`src/rtl/ofdm_pkg.sv`:
```
// ============================================================================
// Module   : ofdm_pkg
// Purpose  : Shared constants and state encoding for the OFDM IFFT front end.
// Revision : 1.0 - initial release
// ============================================================================
`default_nettype none

package ofdm_pkg;

  localparam int N                 = 8;
  localparam int DW                = 32;
  localparam int CFG_W             = 24;
  localparam logic [23:0] CFG_WORD = 24'h140204;
  localparam int CNT_W             = $clog2(N);

  localparam logic [1:0] CFG   = 2'd0;
  localparam logic [1:0] RUN   = 2'd1;
  localparam logic [1:0] DRAIN = 2'd2;

  localparam int INFL_W = 3;

  function automatic int cnt_width(input int n);
    return (n > 1) ? $clog2(n) : 1;
  endfunction

endpackage

`default_nettype wire

```
`src/rtl/frame_credit_counter.sv`:
```
// ============================================================================
// Module   : frame_credit_counter
// Purpose  : Saturating count of frames inside the IFFT core, plus limit check.
// Revision : 1.0 - initial release
// ============================================================================
`default_nettype none

module frame_credit_counter #(
  parameter int MAX_INFLIGHT = 2
) (
  input  logic       aclk,
  input  logic       aresetn,
  input  logic       inc,
  input  logic       dec,
  output logic [2:0] inflight,
  output logic       below_limit
);

  import ofdm_pkg::*;

  logic [INFL_W-1:0] r_inflight;

  // Simultaneous increment and decrement cancel; both ends saturate.
  always_ff @(posedge aclk or negedge aresetn) begin
    if (!aresetn) begin
      r_inflight <= '0;
    end else if (inc && !dec && (r_inflight != 3'd7)) begin
      r_inflight <= r_inflight + 3'd1;
    end else if (dec && !inc && (r_inflight != 3'd0)) begin
      r_inflight <= r_inflight - 3'd1;
    end
  end

  assign inflight    = r_inflight;
  assign below_limit = (r_inflight < 3'(MAX_INFLIGHT));

endmodule

`default_nettype wire

```
`src/rtl/ifft_frame_sequencer.sv`:
```
// ============================================================================
// Module   : ifft_frame_sequencer
// Purpose  : Configures the IFFT core, frames the symbol stream, limits frames
//            in flight. Optional output-sequence checker: IFFT_SEQ_CHECK_EN.
// Revision : 1.0 - initial release
// ============================================================================
`default_nettype none

module ifft_frame_sequencer #(
  parameter int                N            = ofdm_pkg::N,
  parameter int                DW           = ofdm_pkg::DW,
  parameter int                CFG_W        = ofdm_pkg::CFG_W,
  parameter logic [CFG_W-1:0]  CFG_WORD     = ofdm_pkg::CFG_WORD,
  parameter int                MAX_INFLIGHT = 2
) (
  input  logic             aclk,
  input  logic             aresetn,
  input  logic [DW-1:0]    s_sym_tdata,
  input  logic             s_sym_tvalid,
  output logic             s_sym_tready,
  output logic [DW-1:0]    m_fft_tdata,
  output logic             m_fft_tvalid,
  output logic             m_fft_tlast,
  input  logic             m_fft_tready,
  output logic [CFG_W-1:0] m_cfg_tdata,
  output logic             m_cfg_tvalid,
  input  logic             m_cfg_tready,
  input  logic             fft_out_tvalid,
  input  logic             fft_out_tready,
  input  logic             fft_out_tlast,
  input  logic             cfg_req,
  output logic             busy,
  output logic [15:0]      frame_cnt,
  output logic             seq_err
);

  import ofdm_pkg::*;

  localparam int                 C_CNT_W = cnt_width(N);
  localparam logic [C_CNT_W-1:0] C_LAST  = C_CNT_W'(N - 1);

  logic [1:0]         r_state;
  logic [C_CNT_W-1:0] r_cnt;
  logic               r_cfg_pend;
  logic [15:0]        r_frame_cnt;

  logic [2:0]         w_inflight;
  logic               w_below_limit;
  logic               w_at_start;
  logic               w_last;
  logic               w_gate;
  logic               w_in_hs;
  logic               w_frame_done;
  logic               w_out_last;
  logic               w_enter_cfg;

  assign w_at_start = (r_cnt == '0);
  assign w_last     = (r_cnt == C_LAST);

  // A pending re-config only bites at a frame boundary; a started frame is
  // never stalled by the credit limit.
  assign w_gate = (r_state == RUN) && !(r_cfg_pend && w_at_start) &&
                  (!w_at_start || w_below_limit);

  assign w_in_hs      = s_sym_tvalid && m_fft_tready && w_gate;
  assign w_frame_done = w_in_hs && w_last;
  assign w_out_last   = fft_out_tvalid && fft_out_tready && fft_out_tlast;
  assign w_enter_cfg  = (r_state == DRAIN) && (w_inflight == 3'd0);

  assign m_fft_tdata  = s_sym_tdata;
  assign m_fft_tvalid = s_sym_tvalid && w_gate;
  assign m_fft_tlast  = w_last;
  assign s_sym_tready = m_fft_tready && w_gate;

  assign m_cfg_tdata  = CFG_WORD;
  assign m_cfg_tvalid = (r_state == CFG);

  assign busy      = (r_state != RUN) || (w_inflight != 3'd0);
  assign frame_cnt = r_frame_cnt;

  frame_credit_counter #(
    .MAX_INFLIGHT (MAX_INFLIGHT)
  ) u_credit (
    .aclk        (aclk),
    .aresetn     (aresetn),
    .inc         (w_frame_done),
    .dec         (w_out_last),
    .inflight    (w_inflight),
    .below_limit (w_below_limit)
  );

  always_ff @(posedge aclk or negedge aresetn) begin
    if (!aresetn) begin
      r_state <= CFG;
    end else begin
      case (r_state)
        CFG:     if (m_cfg_tready) r_state <= RUN;
        RUN:     if (r_cfg_pend && w_at_start) r_state <= DRAIN;
        DRAIN:   if (w_inflight == 3'd0) r_state <= CFG;
        default: r_state <= CFG;
      endcase
    end
  end

  always_ff @(posedge aclk or negedge aresetn) begin
    if (!aresetn) begin
      r_cfg_pend <= 1'b0;
    end else if (w_enter_cfg) begin
      r_cfg_pend <= 1'b0;
    end else if (cfg_req) begin
      r_cfg_pend <= 1'b1;
    end
  end

  always_ff @(posedge aclk or negedge aresetn) begin
    if (!aresetn) begin
      r_cnt <= '0;
    end else if (w_in_hs) begin
      r_cnt <= w_last ? '0 : r_cnt + 1'b1;
    end
  end

  always_ff @(posedge aclk or negedge aresetn) begin
    if (!aresetn) begin
      r_frame_cnt <= '0;
    end else if (w_frame_done) begin
      r_frame_cnt <= r_frame_cnt + 16'd1;
    end
  end

`ifdef IFFT_SEQ_CHECK_EN
  logic [C_CNT_W-1:0] r_out_cnt;
  logic               r_seq_err;
  logic               w_out_hs;
  logic               w_bad_tlast;
  logic               w_missing_tlast;
  logic               w_underflow;

  assign w_out_hs        = fft_out_tvalid && fft_out_tready;
  assign w_bad_tlast     = w_out_hs && fft_out_tlast && (r_out_cnt != C_LAST);
  assign w_missing_tlast = w_out_hs && !fft_out_tlast && (r_out_cnt == C_LAST);
  assign w_underflow     = w_out_last && !w_frame_done && (w_inflight == 3'd0);

  always_ff @(posedge aclk or negedge aresetn) begin
    if (!aresetn) begin
      r_out_cnt <= '0;
    end else if (w_out_hs) begin
      r_out_cnt <= (fft_out_tlast || (r_out_cnt == C_LAST)) ? '0 : r_out_cnt + 1'b1;
    end
  end

  always_ff @(posedge aclk or negedge aresetn) begin
    if (!aresetn) begin
      r_seq_err <= 1'b0;
    end else if (w_bad_tlast || w_missing_tlast || w_underflow) begin
      r_seq_err <= 1'b1;
    end
  end

  assign seq_err = r_seq_err;
`else
  assign seq_err = 1'b0;
`endif

endmodule

`default_nettype wire
```
`config.mk`:
```
export PLATFORM = sky130hd
export DESIGN_NAME = ifft_frame_sequencer
export DESIGN_NICKNAME = d
export VERILOG_FILES = /design/src/rtl/ofdm_pkg.sv /design/src/rtl/frame_credit_counter.sv /design/src/rtl/ifft_frame_sequencer.sv
export SDC_FILE = /design/constraint.sdc
export NUM_CORES = 1
export LEC_CHECK = 0
export CAP_MARGIN = 20
export CORE_MARGIN = 3
export CORE_UTILIZATION = 33
export DETAILED_ROUTE_END_ITERATION = 12
export GPL_ROUTABILITY_DRIVEN = 0
export PLACE_DENSITY = 0.78
export SETUP_SLACK_MARGIN = 0.05
export SLEW_MARGIN = 20
export SYNTH_ARGS = -nofsm -noshare
export SYNTH_HDL_FRONTEND = slang
export SYNTH_SLANG_ARGS = --single-unit
```
`constraint.sdc`:
```
create_clock -name aclk -period 2.61 [get_ports aclk]
set_clock_uncertainty 0.2 [all_clocks]
set_input_delay 0.522 -clock aclk [delete_from_list [all_inputs] [get_ports aclk]]
set_output_delay 0.522 -clock aclk [all_outputs]
set_load 0.005 [all_outputs]
```
Yosys cells after proc, flatten, opt, wreduce, memory -nomap -nowiden
Index checks and enable logic that the tools add are counted.
{ "word_totals": {"ff_bits": 25, "inputBits": 41, "out_inout_bits": 78, "elab_cells": 55} }
{ "op_classes": {"n_addsub": 4, "magnitude_cmp": 1, "n_eq_ne": 8, "n_mux": 9, "n_reduce_logical": 28} }
{ "op_table": {"columns": ["operator", "count"], "rows": [
  ["16-bit by 1-bit adder with 16-bit output, second input constant", 1],
  ["1-bit logical AND", 15],
  ["3-bit two-way mux", 3],
  ["2-bit by 1-bit != test with 1-bit output, second input constant", 4],
  ["3-bit by 1-bit adder with 3-bit output, second input constant", 2],
  ["3-bit logical NOT", 2],
  ["2-bit two-way mux", 3],
  ["2-bit one-hot mux with 3 select lines", 1],
  ["1-bit logical NOT", 4],
  ["2-bit nonzero test", 2],
  ["3-bit equality test, second input constant", 1],
  ["3-bit by 2-bit < comparator with 1-bit output, second input constant", 1],
  ["3-bit != test, second input constant", 1],
  ["3-bit AND reduction", 1],
  ["3-bit nonzero test", 1],
  ["3-bit by 1-bit subtractor with 3-bit output, second input constant", 1],
  ["2-bit by 1-bit equality test with 1-bit output, second input constant", 1],
  ["2-bit equality test, second input constant", 1],
  ["2-bit logical NOT", 1],
  ["1-bit logical OR", 2],
  ["1-bit two-way mux", 2]
]} }

Depth between registers and ports, before layout
Gate-level depths: netlist of the first run.
{ "depth": {"depth_word": 12, "depth_mapped": 11, "depth_no_buf": 10} }

Hierarchy
From an unflattened synthesis of the first run, not the netlist that was laid out.
{ "unflattened": {"hier_cells": 185, "hier_area_um2": 1843.0} }
{ "modules_own_cells": {"columns": ["module", "instances", "cells_per_inst", "area_per_inst_um2", "seq_area_each_um2"], "rows": [
  ["ifft_frame_sequencer", 1, 154, 1562.7, 550.5],
  ["frame_credit_counter", 1, 31, 280.3, 75.1]
]} }

Worst setup path after synthesis of the first run
OpenSTA, ideal clock, no wires.
{ "synth_timing": {"path_kind": "reg2reg", "from": "reg r_cnt[0]", "to": "reg u_credit.r_inflight[1] (netlist: u_credit.inflight[1])", "setup_time_ns": 0.094, "arrival_time_ns": 2.466, "setup_slack_ns": -0.150, "stages_incl_launch_ff": 12, "synth_period_minus_slack_ns": 2.760, "cell_sequence": "dfrtp_1 ha_1 ha_1 and3_1 clkbuf_1 and3_1 buf_6 o31ai_1 fa_1 nand4_1 o2111a_1 a221oi_2"} }
{ "synth_via": {"elab_cells_between_ends": 17} }
{ "synth_lines": {"columns": ["element", "line_no", "source"], "rows": [
  ["start: declaration", "ifft_frame_sequencer.sv:43", "logic [C_CNT_W-1:0] r_cnt;"],
  ["start signal: assignment", "ifft_frame_sequencer.sv:119", "r_cnt <= w_last ? '0 : r_cnt + 1'b1;"],
  ["3-bit equality test *", "ifft_frame_sequencer.sv:58", "assign w_last = (r_cnt == C_LAST);"],
  ["named net m_fft_tlast", "ifft_frame_sequencer.sv:23", "output logic m_fft_tlast,"],
  ["1-bit logical AND *", "ifft_frame_sequencer.sv:66", "assign w_frame_done = w_in_hs && w_last;"],
  ["1-bit logical NOT", "frame_credit_counter.sv:29", "end else if (dec && !inc && (r_inflight != 3'd0)) begin"],
  ["1-bit logical AND (2 in a row)", "frame_credit_counter.sv:29", null],
  ["2-bit nonzero test (no source line)", null, null],
  ["end signal: assignment", "frame_credit_counter.sv:28", "r_inflight <= r_inflight + 3'd1;"],
  ["end signal: assignment", "frame_credit_counter.sv:30", "r_inflight <= r_inflight - 3'd1;"],
  ["end: declaration", "frame_credit_counter.sv:21", "logic [INFL_W-1:0] r_inflight;"]
]} }
The timed path passes the listed nets; every way through them passes the cells marked *.
A chain may end at the register's enable or synchronous reset.

Worst setup path in the final report of the first run
{ "layout_timing": {"from": "reg r_cnt[0]", "to": "reg u_credit.r_inflight[1] (netlist: u_credit.inflight[1])"} }
{ "layout_via": {"elab_chain_len": 11, "elab_cells_between_ends": 17} }
{ "layout_lines": {"columns": ["element", "line_no", "source"], "rows": [
  ["3-bit logical NOT", "ifft_frame_sequencer.sv:57", "assign w_at_start = (r_cnt == '0);"],
  ["1-bit logical AND", "ifft_frame_sequencer.sv:62", "assign w_gate = (r_state == RUN) && !(r_cfg_pend && w_at_start) &&"],
  ["1-bit logical NOT", "ifft_frame_sequencer.sv:62", null],
  ["1-bit logical AND (2 in a row)", "ifft_frame_sequencer.sv:62", null],
  ["1-bit logical AND", "ifft_frame_sequencer.sv:65", "assign w_in_hs = s_sym_tvalid && m_fft_tready && w_gate;"],
  ["1-bit logical AND *", "ifft_frame_sequencer.sv:66", null],
  ["1-bit logical NOT", "frame_credit_counter.sv:29", null],
  ["1-bit logical AND (2 in a row)", "frame_credit_counter.sv:29", null],
  ["2-bit nonzero test (no source line)", null, null]
]} }
Mark *: on every way between the ends. The rest lies on a longest branch, timed or not.

==> results of run 1 <==
[worst max-delay path, cell delays in order (launching register included)]
cell	delay, ns
dfrtp_1	0.37
buf_4	0.14
ha_4	0.14
ha_4	0.13
and3_4	0.19
and3_4	0.19
o31ai_2	0.07
fa_1	0.53
nand4_1	0.10
o2111a_1	0.24
a221oi_2	0.16
[state kept, by name, summed over array words and instances (netlist names)]
signal             flops
r_state                2
u_credit.inflight      3
frame_cnt             16
r_cfg_pend             1
r_cnt                  3
[placed cells by master (no fill, tap or decap), types with 3 or more instances in the layout]
cell,count
xor2_1,5
and2_1,4
nand2_1,7
a21oi_1,3
mux2_2,3
xnor2_1,10
clkbuf_8,3
dfrtp_1,25
nand3_1,4
nor3_1,9
clkdlybuf4s50_1,27
nor2_1,11
buf_4,14
nand4_1,11
inv_1,12
conb_1,25
[what timing repair did]
| action | in CTS | in global routing |
|---|---|---|
| endpoints found under the hold margin | 0 | 0 |
| resized for setup | 9 | 7 |
| buffers inserted | 4 | 0 |
| pin swaps | 3 | 3 |
| endpoints found under the setup margin | 3 | 5 |
[Yosys cell counts]
master    count  share of area (%)
a211oi_1      1               0.42
buf_4        59                 25
a21o_1        2               0.83
mux2_2        3                1.9
a32oi_1       1               0.49
clkbuf_1      3               0.62
a22o_1        1               0.49
nand3b_1      1               0.42
o211a_1       1               0.55
xor2_1        5                2.4
dfrtp_1      25                 35
o2111a_1      1               0.62
buf_2         1               0.28
ha_1          4                2.8
and2b_1       1               0.42
o311a_1       1               0.55
a21oi_1       3               0.83
xnor2_1      10                4.9
o221a_2       1               0.62
nor3_1        9                2.5
buf_6         1               0.62
a211o_1       1               0.49
nand3_1       4                1.1
nand2_1       7                1.5
fa_1          1                1.1
o31ai_1       2               0.83
and3_1        4                1.4
and2_1        4                1.4
nand4_1      11                3.8
inv_1        12                2.5
a31oi_1       2               0.69
a221oi_2      1               0.83
conb_1        2               0.42
nor2_1       11                2.3
or3_1         1               0.35
[cells by family after synthesis]
family,Yosys count
buffers and inverters,76
AND/OR/NAND/NOR,53
flip-flops,25
AO/OA/AOI/OAI,18
XOR/XNOR,15
adder cells (fa/ha/maj),5
multiplexers,3
other,2
[metal layers]
| layer | wire length [µm] | track usage [%] | up-vias |
|---|---|---|---|
| met3 | 270 | 3.27 | 15 |
| met4 | 72 | 5.41 | 0 |
| li1 | - | - | 599 |
| met2 | 1600 | 16.2 | 40 |
| met5 | 0 | 0 | - |
| met1 | 1450 | 13.4 | 608 |
[where the power goes]
part	leakage (nW)	internal [W]	total, W	switching, W
Sequential	0.315	0.000443	0.000512	0.0000687
Combinational	0.607	0.000266	0.000527	0.000260
Clock	0.0217	0.000108	0.000239	0.000130
[through the flow]
stage                     util (%)  cell area, µm²  setup WS [ns]  hold slack [ns]  setup TNS, ns
after floorplan                  -            1900        -0.0320           0.0264        -0.0320
after global placement        36.2            1880        -0.0858            0.259         -0.107
after detailed placement      36.2            1880         -0.171            0.259         -0.240
after CTS                     38.4            2000         0.0801            0.274              0
after global routing          38.5            2000        -0.0448            0.315        -0.0448
final                         38.5            2000         0.0622            0.270              0
[path summary, 6_finish.rpt]
check / start / to / slack [ns] / depth (start not counted)
worst min register to register: frame_cnt[15] / frame_cnt[15] / 0.27 / 1
min in group asynchronous: aresetn / r_cfg_pend / 0.40 / 2
worst max register to register: r_cnt[0] / u_credit.inflight[1] / 0.06 / 10
worst min-delay path: frame_cnt[15] / frame_cnt[15] / 0.27 / 1
worst max-delay path: r_cnt[0] / u_credit.inflight[1] / 0.06 / 10
max in group asynchronous: aresetn / r_state[1] / 1.56 / 2
[layout make-up]
class	instances	area share (%)
Multi-Input combinational cell	119	39.9
Clock inverter	1	0.375
Clock buffer	3	2.06
Tap cell	70	4.38
Inverter	12	2.25
Timing Repair Buffer	44	19.8
Sequential cell	25	31.3
==> summary.md, run 1 <==
| Metric | Value |
|---|---|
| Layout cells sized above 1 | between 15 and 20% |
| Cell Count, Final, Fillers Out | about 270 |
| Die area | around 6400 µm² |
| Pwr Total | 0.00128 W |
| Iter 0 DRT Violations | 41 |
| Largest net degree at the start of global routing | 26 |
| WL/cell | 12.4 µm |
| Die W | roughly 80 µm |
| DR pass1 iterations | 6 |
| I/O pins | 119 |
| Crit-path max FO | 3 |
| Final nets | around 250 |
| Buffer depth of the longest clock path | 2 |
| Worst Hold Class | reg -> reg |
| Netlist cell types | 35 |
| Number of diodes | 0 |
| Final worst path period share | 97.6% |
| Initial Util | a little over a third |
| DR vias | ~1300 |
| Synth warn | 0 |
| Unrepaired setup endpoints after global routing | yes |
| Vias in the first global route | between 1000 and 1500 |
| Sequential area share after synthesis | between 30% and 40% |
| Mapped Cells | 197 |
| Fmax | just under 0.4 GHz |
| Number of cell rows | 26 |
| Register area | between 600 and 700 µm² |
| Core area | 5200 µm² |
| Setup Viol. Count Final | 0 |
| Compound-Gate Fraction of Synth Area | 8.25% |
| First-pass GRT wire length | 5400 µm |
| Power per Cell Area | ~640 nW/µm² |
| Initial antenna violation count | 0 |
| Startpoint Class | flop |
| TritonCTS buffer count | 3 |
| Critical Path Sink Type | flop |
| Final Hold Fails | 0 |
| Via density | 4.61 |
| Syn avg cell area | about 9.2 µm² |
| # H-tree levels | 1 |
| XOR/XNOR share of the synthesized area | a little over 7% |
| CTS root buffer | clkbuf_8 |
| CP Data Required Time | about 2.6 ns |
| # port buffers | 29 |
| Global route overflow | 0 |
| Clk sinks | 25 |
| Main combinational cell family by area after synthesis | buffers and inverters |
| Routed Antenna Nets | 0 |
| CP Class | reg -> reg |
| Post-route minimum period | approximately 2.5 ns |
| Total GRT Usage | between 10% and 20% |
| Max-slew violations | 0 |
| Max cap viols | 0 |
| Die height | roughly 80 µm |
| Total Routed Length | 3390 µm |
| Status | completed |
| Post-synthesis mux area share | 1.87% |
| Layout area overhead | 10.9% |
| CP arrival | about 2.5 ns |
| HPWL after detailed placement | roughly 2400 µm |
| Filler Cell Count | between 500 and 600 |
| Synth Area in Simple Gates | between 15 and 20% |
| Clock Latency Late Sink | approximately 0.27 ns |
| Worst vdd ir | ~0.31 mV |
| Post-Synth Adder-Cell Area | between 3 and 4% |
| Leak | approximately 0.94 nW |
| DRC viols | 0 |
| Flops & latches, synth | 25 |
| Multi-input gate area | around 800 µm² |
| DP Cell Count | about 270 |
| Mapped cell area | between 1500 and 2000 µm² |
| Worst-path clk slew | approximately 0.090 ns |
| CTS tree | built |
| CTS Hold Bufs | 0 |
Power figures use the tool's default switching activity.
==> run 2: changes to the inputs <==
--- a/config.mk
+++ b/config.mk
@@ -5,7 +5,7 @@
 export SDC_FILE = /design/constraint.sdc
 export NUM_CORES = 1
 export LEC_CHECK = 0
-export CAP_MARGIN = 20
+export CAP_MARGIN = 30
 export CORE_MARGIN = 3
 export CORE_UTILIZATION = 33
 export DETAILED_ROUTE_END_ITERATION = 12
==> results of run 2 <==
Final layout, timing and power as in run 1 (identical DEF).
